<file path="src/rtl/upcounter_lim_pkg.sv">
// Shared constants for the limit up-counter: default width, limit reset value, mode encodings.
// No logic, no latency; no flow control.
// Imported by the interface, the bit slice and the top.
package upcounter_lim_pkg;

    localparam int CNT_W = 5;
    localparam logic [CNT_W-1:0] LIM_RST = {CNT_W{1'b1}};

    // Value of the wrap input that selects each terminal-count behaviour
    localparam logic WRAP = 1'b1;
    localparam logic SAT  = 1'b0;

endpackage

</file>
<file path="src/rtl/upcounter_lim_if.sv">
// Control/status bundle of the limit up-counter.
// Master drives load/limit/count controls; slave returns count, tc and ov.
// No flow control: every control is sampled on each rising clock edge.
interface upcounter_lim_if #(
    parameter int N = 5
);
    logic         ld;
    logic [N-1:0] in;
    logic         ld_lim;
    logic [N-1:0] lim;
    logic         cnten;
    logic         wrap;
    logic [N-1:0] out;
    logic         tc;
    logic         ov;

    modport master (
        output ld, in, ld_lim, lim, cnten, wrap,
        input  out, tc, ov
    );

    modport slave (
        input  ld, in, ld_lim, lim, cnten, wrap,
        output out, tc, ov
    );
endinterface

</file>
<file path="src/rtl/upcnt_slice.sv">
// One counter bit: register cell with load/clear, adder cell of the +1 chain, limit compare.
// Latency: q one edge after its controls; cout and eq are combinational.
// No flow control.
module upcnt_slice
    import upcounter_lim_pkg::*;
#(
    parameter bit IS_LSB = 1'b0
) (
    input  logic clk,
    input  logic clr,
    input  logic ld,
    input  logic ld_val,
    input  logic inc,
    input  logic zero,
    input  logic cin,
    input  logic lim_bit,
    output logic q,
    output logic cout,
    output logic eq
);

    logic bit_q;
    logic bit_d;
    logic sum;

    // Bit 0 adds the constant one (half adder); higher bits add the ripple carry
    if (IS_LSB) begin : g_ha
        logic unused_cin;
        assign unused_cin = cin;
        assign sum        = ~bit_q;
        assign cout       = bit_q;
    end else begin : g_fa
        assign sum  = bit_q ^ cin;
        assign cout = bit_q & cin;
    end

    always_comb begin
        bit_d = bit_q;
        if (ld) begin
            bit_d = ld_val;
        end else if (inc) begin
            bit_d = sum;
        end else if (zero) begin
            bit_d = 1'b0;
        end
    end

    always_ff @(posedge clk) begin
        if (clr) begin
            bit_q <= 1'b0;
        end else begin
            bit_q <= bit_d;
        end
    end

    assign q  = bit_q;
    assign eq = ~(bit_q ^ lim_bit);

endmodule

</file>
<file path="src/rtl/upcounter_lim.sv">
// Loadable up-counter that counts toward a programmable limit, then wraps to 0 or saturates.
// Latency: out/ov/lim_q one edge after their inputs; tc combinational from out.
// No flow control: ld beats cnten, clr beats everything including ld_lim.
module upcounter_lim
    import upcounter_lim_pkg::*;
#(
    parameter int N = CNT_W
) (
    input  logic            clk,
    input  logic            clr,
    upcounter_lim_if.slave  bus
);

    logic [N-1:0] cnt;
    logic [N-1:0] eq;
    logic [N:0]   carry;
    logic [N-1:0] lim_q;
    logic [N-1:0] lim_d;
    logic         ov_q;
    logic         ov_d;
    logic         tc;
    logic         term;
    logic         inc;
    logic         zero;
    logic         unused_cout;

    assign carry[0]    = 1'b1;
    assign unused_cout = carry[N];

    assign tc   = &eq;
    // A count at the limit is a terminal event; it never increments, even when wrapping
    assign term = bus.cnten & tc & ~bus.ld;
    assign inc  = bus.cnten & ~tc & ~bus.ld;
    assign zero = term & (bus.wrap == WRAP);

    for (genvar i = 0; i < N; i++) begin : g_bit
        upcnt_slice #(
            .IS_LSB (i == 0)
        ) u_slice (
            .clk     (clk),
            .clr     (clr),
            .ld      (bus.ld),
            .ld_val  (bus.in[i]),
            .inc     (inc),
            .zero    (zero),
            .cin     (carry[i]),
            .lim_bit (lim_q[i]),
            .q       (cnt[i]),
            .cout    (carry[i+1]),
            .eq      (eq[i])
        );
    end

    always_comb begin
        lim_d = lim_q;
        if (bus.ld_lim) begin
            lim_d = bus.lim;
        end
        ov_d = term;
    end

    always_ff @(posedge clk) begin
        if (clr) begin
            lim_q <= {N{1'b1}};
            ov_q  <= 1'b0;
        end else begin
            lim_q <= lim_d;
            ov_q  <= ov_d;
        end
    end

    assign bus.out = cnt;
    assign bus.tc  = tc;
    assign bus.ov  = ov_q;

endmodule

</file>
<file path="src/flat_wrapper.sv">
// flat-port wrapper written by rule: the top's interface ports become plain ports
module upcounter_lim_flat import upcounter_lim_pkg::*;
#(
    parameter int N = CNT_W
)
  (clk, clr, bus_ld, bus_in, bus_ld_lim, bus_lim, bus_cnten, bus_wrap, bus_out, bus_tc, bus_ov);
  upcounter_lim_if #(.N(N)) bus_i ();
  input  logic clk;
  input  logic clr;
  input wire logic [$bits(bus_i.ld)-1:0] bus_ld;
  input wire logic [$bits(bus_i.in)-1:0] bus_in;
  input wire logic [$bits(bus_i.ld_lim)-1:0] bus_ld_lim;
  input wire logic [$bits(bus_i.lim)-1:0] bus_lim;
  input wire logic [$bits(bus_i.cnten)-1:0] bus_cnten;
  input wire logic [$bits(bus_i.wrap)-1:0] bus_wrap;
  output wire logic [$bits(bus_i.out)-1:0] bus_out;
  output wire logic [$bits(bus_i.tc)-1:0] bus_tc;
  output wire logic [$bits(bus_i.ov)-1:0] bus_ov;
  assign bus_i.ld = bus_ld;
  assign bus_i.in = bus_in;
  assign bus_i.ld_lim = bus_ld_lim;
  assign bus_i.lim = bus_lim;
  assign bus_i.cnten = bus_cnten;
  assign bus_i.wrap = bus_wrap;
  assign bus_out = bus_i.out;
  assign bus_tc = bus_i.tc;
  assign bus_ov = bus_i.ov;
  upcounter_lim #(.N(N)) u_core (.clk(clk), .clr(clr), .bus(bus_i));
endmodule
</file>
<file path="config.mk">
export PLATFORM = sky130hd
export DESIGN_NAME = upcounter_lim_flat
export DESIGN_NICKNAME = d
export VERILOG_FILES = /design/src/rtl/upcounter_lim_pkg.sv /design/src/rtl/upcounter_lim_if.sv /design/src/rtl/upcnt_slice.sv /design/src/rtl/upcounter_lim.sv /design/src/flat_wrapper.sv
export SDC_FILE = /design/constraint.sdc
export NUM_CORES = 1
export LEC_CHECK = 0
export CORE_MARGIN = 3
export CORE_UTILIZATION = 40
export CTS_BUF_LIST = sky130_fd_sc_hd__clkbuf_2
export CTS_CLUSTER_DIAMETER = 50
export DETAILED_ROUTE_END_ITERATION = 8
export GPL_ROUTABILITY_DRIVEN = 0
export HOLD_SLACK_MARGIN = 0.15
export PLACE_DENSITY = 0.76
export SLEW_MARGIN = 0
export SYNTH_ARGS = -nofsm -noshare
export SYNTH_HDL_FRONTEND = slang
export SYNTH_SLANG_ARGS = --single-unit
</file>
<file path="constraint.sdc">
create_clock -name clk -period 1.94 [get_ports clk]
set_clock_uncertainty 0.2 [all_clocks]
set_input_delay 0.388 -clock clk [delete_from_list [all_inputs] [get_ports clk]]
set_output_delay 0.388 -clock clk [all_outputs]
set_load 0.03 [all_outputs]
</file>
---- Word-level counts from Yosys, hierarchy flattened ----
Cells that the tools add are included.
storage, ports and cells
  latch bits .............................. 0
  memory bits (read-only) ................. 0
  word-level logic and storage cells ...... 45
  memories kept ........................... 0
  bits in writable memories ............... 0
  register bits ........................... 11
operators by class
  div/mod/pow operators ................... 0
  shift operators ......................... 0
  multiply operators ...................... 0
  magnitude comparators ................... 0
  muxes and demuxes ....................... 11
  bitwise operators ....................... 25
  equal/unequal tests ..................... 0
  reductions and logical operators ........ 2
  $add $sub $neg .......................... 0
operators with widths
  kind                 count
  1-bit 2-to-1 mux     11
  1-bit XOR            9
  1-bit AND            8
  1-bit NOT            8
  5-bit AND reduction  1
  3-bit nonzero test   1

---- Logic depth before layout (Yosys ltp) ----
  word-level depth ........................ 9
  depth in mapped cells ................... 6
  mapped depth without buffers ............ 6

---- By module ----
A second synthesis with hierarchy kept.
second synthesis, totals
  cells, all modules ...................... 62
  area, all modules ....................... 634.4 um^2
modules (own cells, without submodules)
  module                                      seq. area each (um^2)  area an instance (um^2)  cells each  times used
  upcnt_slice at u_core.g_bit[1].u_slice ...  20.0                   73.8                     7           4
  upcounter_lim                               120.1                  262.8                    26          1
  upcnt_slice at u_core.g_bit[0].u_slice      20.0                   76.3                     8           1

---- Least setup slack after synthesis ----
Ideal clock, no wire load.
  path kind ............................... flip-flop to output port
  from .................................... register u_core.g_bit[0].u_slice.bit_q
  to ...................................... output port bus_tc
  arrival time ............................ 1.071 ns
  slack ................................... 0.281 ns
  path buffers ............................ 0
  stages on the path, launching flop included .. 4
  required time ........................... 1.352 ns
  cells stage by stage .................... dfxtp_1 -> xnor2_1 -> nand3_2 -> nor2_2
between the ends
  cells in the longest elaborated chain, start to end .. 3
ends and longest elaborated chain
  item                    line                 text
  start, declared         upcnt_slice.sv:22    logic bit_q;
  start signal, assigned  upcnt_slice.sv:52    bit_q <= bit_d;
  1-bit XOR               upcnt_slice.sv:57    assign eq = ~(bit_q ^ lim_bit);
  1-bit NOT               upcnt_slice.sv:57
  5-bit AND reduction     upcounter_lim.sv:30  assign tc = &eq;
  end, declared           flat_wrapper.sv:17   output wire logic [$bits(bus_i.tc)-1:0] bus_tc;
Every way passes these cells.

---- Final worst setup path ----
  from .................................... register u_core.ov_q (netlist: u_core.bus.ov)
  to ...................................... output port bus_ov
RTL lines
  item                    line                 text
  start, declared         upcounter_lim.sv:19  logic ov_q;
  start signal, assigned  upcounter_lim.sv:68  ov_q <= ov_d;
  end, declared           flat_wrapper.sv:18   output wire logic [$bits(bus_i.ov)-1:0] bus_ov;
No word-level cell between the ends.

==> metrics <==
Mapped Cells=74; Area growth syn-to-layout=37.24%; Synth Area in Simple Gates=24.39%; Synth top area share=33.27%; Initial Utilization=43.43%; Reg2Reg Depth=6; Residual DRC=0; syn nets=93; critical path peak fanout=1; unique cell type count in the Yosys netlist=27; crit path time final=1.836 ns; DR vias/cell=5.442; status=complete, no violations; Int Pwr=361.5 µW; Setup CP Type=reg -> out; Worst-Margin Slew=0.3300 ns; NetSw=156.3 µW; fmax=544.8 MHz; die extent in y=46.68 µm; Reg power frac=49.6%; Clock transition at path regs=0.12 ns; Buf+Inv Stages, Crit Path=1; die area=2179 µm²; Ys Warns=0; largest net degree at the start of global routing=12; vias in the first global route=552; Site Rows=14; clk buf depth=2; Core Area=1524 µm²; Clock Root Buffer=clkbuf_2; post-synthesis xor/xnor area fraction=6.616%; Mean Syn Cell Area=8.944 µm²; pre-CTS WS=0.1072 ns; CP endpoint kind=output port; worst path cell trace=clkdlybuf4s50_1; Leakage Power=0.3716 nW; Detailed Route Iter0 Violations=3; Pwr Total=517.8 µW; Cell Pwr Density=570.0 nW/µm²; top post-synthesis cells by area=dfxtp_1 (33%), buf_4 (6.8%), a211o_1 (6.6%); Worst Hold Class=reg -> reg; CP top delay family=buffers and inverters; max cap viols=0; Post-Layout Cell Count=113; I/O Buffers=22; Ant. Diodes=0; TritonCTS clock tree=done; compound-cell area share of the yosys netlist=19.47%; cell type with the largest total area after synthesis=dfxtp_1; sw frac=30.18%; first-pass GRT wire length=2.256 mm; Clock power frac=24.9%; final worst slack=0.1044 ns; crit-path max cell delay=0.66 ns; Slew headroom=77.83%; total CTS buffers=3; Slew Limit Fails=0; crit path max-delay cell type=clkdlybuf4s50_1; GRT Total Usage=14.88%; largest family of logic cells by synthesized area=simple AND/OR/NAND/NOR gates; H-tree depth=1; Vias=615; Detailed Place HPWL=1.059 mm; IO Count=23; Setup Total Neg Slack=0 ns; wire length per cell=13.08 µm; Yosys reg bits=11; initial antenna violation count=0; Syn Std Cell Area=661.9 µm²; share of cells above drive strength 1=19.59%; Comb pwr share=25.5%; fillcell total=163; CTS sink cnt=11; Layout Nets=117; VDD IR max=379.8 µV; area of the multi-input gates=379.1 µm²; Req. time, crit path=1.35 ns; CP arrival=1.25 ns; Setup Viol. Count Final=0; final WL=1.478 mm; mux contribution to synthesized area=0%; Post-DRT Antenna Nets=0; sequential fraction of the synthesis area=33.27%; FF/Latch Area=229.0 µm²; number of cells after detailed placement=108; grt total ovfl=0; final hold vios=0; hold path depth=2; Stages on worst setup path=1; crit start category=flop; Tcrit/Tclk final=94.62%; chip width=46.68 µm; 1st-pass router iterations=4; Synth Area in Adders=5.671%; Skew-Pair Late Insertion Delay=0.26 ns
state kept, by name, summed over array words and instances, names as in the netlist:
name and count:
u_core.g_bit.u_slice.cout 1, u_core.lim_q 5, u_core.g_bit.u_slice.q 4, u_core.bus.ov 1
power groups by stage:
| stage | sequential [mW] | combinational [mW] | clock, mW |
|---|---|---|---|
| 2_1_floorplan | 0.256 | 0.0848 | 0 |
| 3_3_place_gp | 0.260 | 0.131 | 0 |
| 3_5_place_dp | 0.260 | 0.132 | 0 |
| 4_1_cts | 0.255 | 0.128 | 0.138 |
| 5_1_grt | 0.259 | 0.143 | 0.151 |
| 6_report | 0.257 | 0.132 | 0.129 |
cell families after synthesis:
logic type               count (synthesis)
flip-flops                              11
buffers and inverters                   10
XOR/XNOR                                 5
AND/OR/NAND/NOR                         28
adder cells (fa/ha/maj)                  3
AO/OA/AOI/OAI                           17
stage by stage:
| stage | utilization [%] | area, µm² | hold slack [ns] |
|---|---|---|---|
| 3_5_place_dp | 57.14 | 870.8 | 0.3714 |
| 2_1_floorplan | - | 661.9 | 0.3059 |
| 5_1_grt | 59.61 | 908.4 | 0.3946 |
| 6_report | 59.61 | 908.4 | 0.3531 |
| 3_3_place_gp | 57.14 | 870.8 | 0.3702 |
| 4_1_cts | 58.05 | 884.6 | 0.3992 |
cells in the final DEF (no fill, tap or decap):
cell type        count
a211o_1              5
ha_1                 3
xnor2_1              4
nor2b_1              5
o31ai_1              1
o2bb2ai_1            1
nand3_1              8
o221ai_1             4
inv_1                1
clkinv_2             1
dfxtp_4              1
dfxtp_1              6
clkbuf_2             3
nor2_2               1
nand3_2              1
a31oi_1              1
dlygate4sd2_1        5
clkdlybuf4s50_1     16
o21a_1               1
nand2b_1             1
nor3_1               1
xnor2_2              1
or3_1                1
a21oi_1              4
nor3b_1              3
and3_1               1
buf_4                7
nor2_1               1
nand2_1              4
nand4b_1             1
dfxtp_2              4
metal layers:
| layer | share of wire, % | vias up | wire length (µm) | track usage, % |
|---|---|---|---|---|
| li1 | - | 313 | - | - |
| met1 | 47 | 277 | 693 | 18.43 |
| met2 | 45 | 20 | 661 | 24.18 |
| met3 | 6.6 | 5 | 97 | 3.516 |
| met4 | 1.7 | 0 | 25 | 6.630 |
| met5 | 0 | - | 0 | 0 |
repair_timing:
| action | 4_1_cts | 5_1_grt |
|---|---|---|
| hold buffers | 0 | 0 |
| buffers inserted | 0 | 1 |
| endpoints found under the setup margin | 5 | 1 |
| gates resized for setup | 5 | 7 |
| pin swaps | 0 | 1 |
final timing paths:
kind	slack, ns	start	endpoint
worst max register to register	0.31	u_core.g_bit[3].u_slice.q	u_core.g_bit[4].u_slice.q
worst min register to register	0.35	u_core.g_bit[2].u_slice.q	u_core.g_bit[2].u_slice.q
worst min-delay path	0.35	u_core.g_bit[2].u_slice.q	u_core.g_bit[2].u_slice.q
worst max-delay path	0.10	u_core.bus.ov	bus_ov
layout make-up:
cell class | instances | area share [%]
clock buffer | 3 | 1.653
tap | 16 | 2.204
inverter | 1 | 0.4132
sequential | 11 | 25.21
clock inverter | 1 | 0.5510
timing repair buffer | 28 | 28.24
multi-input combinational | 53 | 41.74
synth_stat cells:
cell type and count:
dfxtp_1 11, nand3_1 8, buf_4 6, a211o_1 5, nor2b_1 5, xnor2_1 5
a21oi_1 4, nand2_1 4, o221ai_1 4, ha_1 3, nor3b_1 3, a31oi_1 1
and3_1 1, buf_2 1, clkbuf_1 1, dlymetal6s2s_1 1, inv_1 1, nand2b_1 1
nand3_2 1, nand4b_1 1, nor2_1 1, nor2_2 1, nor3_1 1, o21a_1 1
o2bb2ai_1 1, o31ai_1 1, or3_1 1
(Power assumes the default switching activity.)
